`src/rtl/clint_timer_sched.sv`:
```
// clint_timer_sched
// Shares the single CLINT mtime/mtimecmp comparison between NrTimers software
// timer channels. Requests arm or cancel per-channel deadlines. A sequential
// scan then finds the earliest armed deadline and drives it on mtimecmp_o.
// When mtime reaches that deadline, the owning channel's interrupt latches
// and a rescan starts.
module clint_timer_sched #(
  parameter  int unsigned NrTimers = 4,
  localparam int unsigned IdxWidth = (NrTimers > 1) ? $clog2(NrTimers) : 1
) (
  input  logic                clk_i,
  input  logic                rst_ni,
  input  logic [63:0]         mtime_i,
  input  logic                req_valid_i,
  output logic                req_ready_o,
  input  logic                req_op_i,
  input  logic [IdxWidth-1:0] req_id_i,
  input  logic [63:0]         req_deadline_i,
  input  logic [NrTimers-1:0] ack_i,
  output logic [NrTimers-1:0] irq_o,
  output logic [NrTimers-1:0] armed_o,
  output logic [63:0]         mtimecmp_o,
  output logic                mtimecmp_valid_o
);

  localparam logic [0:0]          StIdle  = 1'b0;
  localparam logic [0:0]          StScan  = 1'b1;
  localparam logic [IdxWidth-1:0] LastIdx = IdxWidth'(NrTimers - 1);
  localparam logic [63:0]         AllOnes = {64{1'b1}};

  // Per-channel state
  logic [63:0]         deadline_q [NrTimers];
  logic [63:0]         deadline_d [NrTimers];
  logic [NrTimers-1:0] armed_q, armed_d;
  logic [NrTimers-1:0] pending_q, pending_d;
  logic [NrTimers-1:0] fire_set_s;

  // Global state
  logic [0:0]          state_q, state_d;
  logic [IdxWidth-1:0] scan_cnt_q, scan_cnt_d;
  logic                found_q, found_d;
  logic [63:0]         run_min_q, run_min_d;
  logic [IdxWidth-1:0] run_idx_q, run_idx_d;
  logic [IdxWidth-1:0] min_idx_q, min_idx_d;
  logic [63:0]         mtimecmp_q, mtimecmp_d;
  logic                cmp_valid_q, cmp_valid_d;

  // Combinational helpers
  logic                fire_s;
  logic                req_accept_s;
  logic                id_ok_s;
  logic                scan_take_s;
  logic [63:0]         scan_min_s;
  logic [IdxWidth-1:0] scan_idx_s;
  logic                scan_found_s;

  // Firing only happens in IDLE, so the scan never sees armed_q change under it.
  assign fire_s       = (state_q == StIdle) & cmp_valid_q & (mtime_i >= mtimecmp_q);
  assign req_ready_o  = (state_q == StIdle) & ~fire_s;
  assign req_accept_s = req_valid_i & req_ready_o;
  // Ids beyond NrTimers (non power-of-two counts) are accepted but ignored.
  assign id_ok_s      = (32'(req_id_i) < NrTimers);

  // The strict less-than keeps the lowest index on equal deadlines.
  assign scan_take_s  = armed_q[scan_cnt_q] &
                        (~found_q | (deadline_q[scan_cnt_q] < run_min_q));
  assign scan_min_s   = scan_take_s ? deadline_q[scan_cnt_q] : run_min_q;
  assign scan_idx_s   = scan_take_s ? scan_cnt_q : run_idx_q;
  assign scan_found_s = found_q | scan_take_s;

  assign irq_o            = pending_q;
  assign armed_o          = armed_q;
  assign mtimecmp_o       = mtimecmp_q;
  assign mtimecmp_valid_o = cmp_valid_q & (state_q == StIdle);

  // Next-state logic: fire/request handling in IDLE, running minimum in SCAN.
  always_comb begin
    state_d     = state_q;
    scan_cnt_d  = scan_cnt_q;
    found_d     = found_q;
    run_min_d   = run_min_q;
    run_idx_d   = run_idx_q;
    min_idx_d   = min_idx_q;
    mtimecmp_d  = mtimecmp_q;
    cmp_valid_d = cmp_valid_q;
    deadline_d  = deadline_q;
    armed_d     = armed_q;
    fire_set_s  = '0;

    case (state_q)
      StIdle: begin
        if (fire_s) begin
          armed_d[min_idx_q]    = 1'b0;
          fire_set_s[min_idx_q] = 1'b1;
          state_d               = StScan;
        end else if (req_accept_s) begin
          if (id_ok_s) begin
            if (req_op_i == 1'b0) begin
              deadline_d[req_id_i] = req_deadline_i;
              armed_d[req_id_i]    = 1'b1;
            end else begin
              armed_d[req_id_i]    = 1'b0;
            end
          end else begin
            armed_d = armed_q;
          end
          state_d = StScan;
        end else begin
          state_d = StIdle;
        end
        // Every scan starts from an empty running minimum.
        scan_cnt_d = '0;
        found_d    = 1'b0;
        run_min_d  = AllOnes;
        run_idx_d  = '0;
      end
      StScan: begin
        if (scan_cnt_q == LastIdx) begin
          mtimecmp_d  = scan_found_s ? scan_min_s : AllOnes;
          cmp_valid_d = scan_found_s;
          min_idx_d   = scan_idx_s;
          state_d     = StIdle;
        end else begin
          scan_cnt_d  = scan_cnt_q + IdxWidth'(1);
          found_d     = scan_found_s;
          run_min_d   = scan_min_s;
          run_idx_d   = scan_idx_s;
        end
      end
      default: begin
        state_d = StIdle;
      end
    endcase

    // Acks clear in any state. A simultaneous fire on the same channel wins.
    pending_d = (pending_q & ~ack_i) | fire_set_s;
  end

  // State registers with asynchronous active-low reset.
  always_ff @(posedge clk_i or negedge rst_ni) begin
    if (!rst_ni) begin
      state_q     <= StIdle;
      scan_cnt_q  <= '0;
      found_q     <= 1'b0;
      run_min_q   <= AllOnes;
      run_idx_q   <= '0;
      min_idx_q   <= '0;
      mtimecmp_q  <= AllOnes;
      cmp_valid_q <= 1'b0;
      deadline_q  <= '{default: 64'd0};
      armed_q     <= '0;
      pending_q   <= '0;
    end else begin
      state_q     <= state_d;
      scan_cnt_q  <= scan_cnt_d;
      found_q     <= found_d;
      run_min_q   <= run_min_d;
      run_idx_q   <= run_idx_d;
      min_idx_q   <= min_idx_d;
      mtimecmp_q  <= mtimecmp_d;
      cmp_valid_q <= cmp_valid_d;
      deadline_q  <= deadline_d;
      armed_q     <= armed_d;
      pending_q   <= pending_d;
    end
  end

endmodule

```
`config.mk`:
```
export PLATFORM = sky130hd
export DESIGN_NAME = clint_timer_sched
export DESIGN_NICKNAME = d
export VERILOG_FILES = /design/src/rtl/clint_timer_sched.sv
export SDC_FILE = /design/constraint.sdc
export NUM_CORES = 1
export LEC_CHECK = 0
export CELL_PAD_IN_SITES_DETAIL_PLACEMENT = 2
export CELL_PAD_IN_SITES_GLOBAL_PLACEMENT = 2
export CORE_MARGIN = 5
export CORE_UTILIZATION = 40
export DETAILED_ROUTE_END_ITERATION = 8
export GPL_TIMING_DRIVEN = 0
export HOLD_SLACK_MARGIN = 0.02
export MAX_ROUTING_LAYER = met4
export PLACE_DENSITY_LB_ADDON = 0.3
export RECOVER_POWER = 100
export SLEW_MARGIN = 25
export SYNTH_ARGS = -nofsm -noshare
export SYNTH_HDL_FRONTEND = slang
export SYNTH_SLANG_ARGS = --single-unit
```
`constraint.sdc`:
```
create_clock -name clk_i -period 5.4 [get_ports clk_i]
set_clock_uncertainty 0.15 [all_clocks]
set_input_delay 1.35 -clock clk_i [delete_from_list [all_inputs] [get_ports clk_i]]
set_output_delay 1.35 -clock clk_i [all_outputs]
set_load 0.01 [all_outputs]
```
==> results_dict.tcl <==
set metrics [dict create \
    outcome "complete, but fails checks" \
    violations "max-capacitance violations, max-slew violations, negative setup slack" \
    r2r_end "run_min_q[55]" \
    clockBufferDepth 3 \
    synthArstFlopShare_pct 100.0 \
    ys_types 53 \
    final_max_slew_viol_count 353 \
    synth_top_area_cell "dfrtp_1" \
    fin_hold_ws_ns 0.3522 \
    multiInputGateArea_um2 9592 \
    cts_max_level 2 \
    drtIter0Drc 647 \
    synth_edf_count 0 \
    worstMarginPinSlew_ns 2.090 \
    synth_sequential_area_ratio_pct 49.53 \
    cts_buffers 48 \
    fin_ws_ns -0.01783 \
    ys_seq_elements 401 \
    ys.flop_type "dfrtp_1" \
    reg2reg_depth 15 \
    antenna_left 0 \
    vias_per_cell 5.510 \
    clock.fmax_mhz 184.6 \
    synth_area_um2 20580 \
    die_h_um 236.8 \
    hold_buffers 0 \
    worst_r2r_startpoint "scan_cnt_q[1]" \
    synth_area_leaders "dfrtp_1 33%, dfstp_2 16%, mux2_2 14%" \
    overflow 0 \
    power.density_nw_per_um2 695.8 \
    path_max_fanout 3 \
    critPathCaptureType "output pin" \
    drc 0 \
    leakagePower_nw 11.94 \
    regArea_um2 10190 \
    fin_nets 2118 \
    synth_top_cell_area_share_pct 33.19 \
    hold_viol_final 0 \
    arrival_ns 3.92 \
    fillCellCount 4913 \
    clk_latency_ns 0.60 \
    clock-sinks 401 \
    hold_class "flip-flop to flip-flop" \
    dieArea_um2 56090 \
    wl_per_cell_um 25.81 \
    dp_hpwl_mm 47.61 \
    synth_warnings 0 \
    yosysMostFrequentCell "dfrtp_1" \
    drive_gt1_share_pct 30.97 \
    cp.required_ns 3.90 \
    fin_crit_sh_pct 100.3 \
    ios 212 \
    synth_nets 1851 \
    vias 14200 \
    syn_inst 1585 \
    startpoint_type "input port" \
    cts_tree "yes" \
    endpoint "req_ready_o" \
    grt_pass1_vias 16730 \
    core_area_um2 51200 \
    ff2ff_setup_slack_ns 0.09 \
    fin_area_um2 25380 \
    antenna_found_initial 6 \
    cts-root-buf "clkbuf_16" \
    drt-total-wl_mm 66.54 \
    crit_chain "clkdlybuf4s50_1 > ha_1 > a2111oi_1 > o221ai_1 > o211ai_1 > a31oi_1 > nor3b_2 > o32ai_4 > nor2_1 > buf_4" \
    min_period_ns 5.418 \
    maxCapViolCount 5 \
    finalSetupViolCount 1 \
    grt_pass1_wl_mm 102.3 \
    syn2layout_area_growth_pct 23.29 \
    cp_slowest_stage_delay_ns 0.51 \
    cp-startpoint "mtime_i[39]" \
    path_clk_slew_ns 0.05 \
    drt_first_pass_iters 4 \
    rows 83 \
    grt_start_max_net_pins 85 \
    vdd_ir_drop_max_v 0.0003788 \
    hold_path_startpoint "deadline_q[213]" \
    port_buffers 211 \
    criticalPathCategory "input port to output pin" \
    initial_utilization_pct 40.20 \
    synth_common_cells "273 x dfrtp_1, 256 x mux2_2, 137 x inv_1, 131 x mux2i_1" \
    place_area_um2 23690 \
    die_w_um 236.8 \
    synth.avg_cell_area_um2 12.99 \
    gp_congestion 0.8439 \
    critical_path.slowest_cell "a2111oi_1" \
    max_slew_margin_pct -39.31 \
    track_usage_pct 24.11 \
]
-- sequential cells by signal, indices dropped and copies added, names as in the netlist, named ones only --
name         cells
cmp_valid_q      1
deadline_q     256
found_q          1
irq_o            4
min_idx_q        2
mtimecmp_o      64
run_idx_q        2
run_min_q       64
scan_cnt_q       2
state_q          1
-- critical path, delay by kind of cell --
family / cells / cell delay [ns]
AOI/OAI and AO/OA: 5 / 1.24
buffers and inverters: 2 / 0.58
and+or+nand+nor: 2 / 0.40
adders and majority gates: 1 / 0.33
-- metrics by stage --
stage | setup WS, ns | TNS (ns) | power [mW] | instances | util [%]
after floorplan | 0.7859 | 0 | 11.11 | 1585 | -
after global placement | -14.78 | -5608.06 | 13.63 | 2476 | 45.99
after detailed placement | -1.331 | -320.35 | 14.20 | 2481 | 46.27
after CTS | 0.009468 | 0 | 17.88 | 2572 | 49.64
after global routing | -0.06232 | -1.170 | 18.80 | 2578 | 49.56
final | -0.01783 | -0.01783 | 17.66 | 2578 | 49.56
-- cell families after synthesis --
family	count (synthesis)	share of synthesized area (%)
buf+inv	217	4.334
simple gates	197	4.547
fa+ha+maj	128	7.781
mux	452	27.49
xor+xnor	1	0.04256
flops	401	49.53
compound gates	189	6.274
-- layout make-up --
type | instances | area share [%]
buffer | 80 | 1.627
multi-input combinational | 967 | 37.80
inverter | 137 | 2.027
clock inverter | 14 | 0.8136
timing repair buffer | 217 | 8.515
clock buffer | 76 | 5.631
sequential | 401 | 40.18
tap | 680 | 3.353
antenna | 6 | 0.05917
-- cells in the final DEF (no fill, tap or decap), types with 8 or more instances in the layout --
| cell type | count |
|---|---|
| buf_4 | 10 |
| mux2_2 | 250 |
| o21a_1 | 8 |
| nand2_1 | 90 |
| clkinv_2 | 8 |
| clkbuf_16 | 50 |
| clkbuf_2 | 32 |
| o21ai_0 | 22 |
| a21o_1 | 11 |
| inv_1 | 137 |
| a211oi_1 | 9 |
| mux4_2 | 65 |
| dfstp_2 | 128 |
| a22oi_1 | 63 |
| a21oi_1 | 39 |
| mux2i_1 | 130 |
| o211ai_1 | 10 |
| nand4_1 | 18 |
| ha_1 | 127 |
| nand3_1 | 22 |
| dfrtp_1 | 273 |
| clkdlybuf4s50_1 | 135 |
| clkbuf_1 | 50 |
| dlygate4sd3_1 | 73 |
| clkbuf_8 | 8 |
| nor2_1 | 26 |
-- report_power, final --
group,total [mW],internal (mW),switching [mW],leakage [nW]
Clock,3.39,2.05,1.34,0.804
Sequential,5.63,4.75,0.883,4.84
Combinational,8.63,3.97,4.66,6.29
Total,17.7,10.8,6.88,11.9
-- per-layer routing --
metal / wire length, µm / share of wire [%] / track usage [%] / vias to the layer above
met1: 28560 / 43 / 29.85 / 7539
li1: - / - / - / 6322
met3: 2646 / 4.0 / 4.205 / 75
met5: 0 / 0 / - / -
met4: 1224 / 1.8 / 5.352 / 0
met2: 34100 / 51 / 41.67 / 268
-- repair_timing --
item	in CTS	in global routing
gates resized for setup	39	16
pin swaps	6	8
endpoints found under the setup margin	372	29
buffers inserted	1	0
-- worst min path at each step --
stage	to	slack (ns)	depth (start not counted)
global route	deadline_q[92]	0.37	1
detailed placement	deadline_q[250]	0.34	1
CTS	deadline_q[93]	0.35	1
floorplan	deadline_q[142]	0.32	1
finish	deadline_q[213]	0.35	1
global placement	deadline_q[148]	0.33	1
Note: power is estimated with default switching activity, not from simulation.
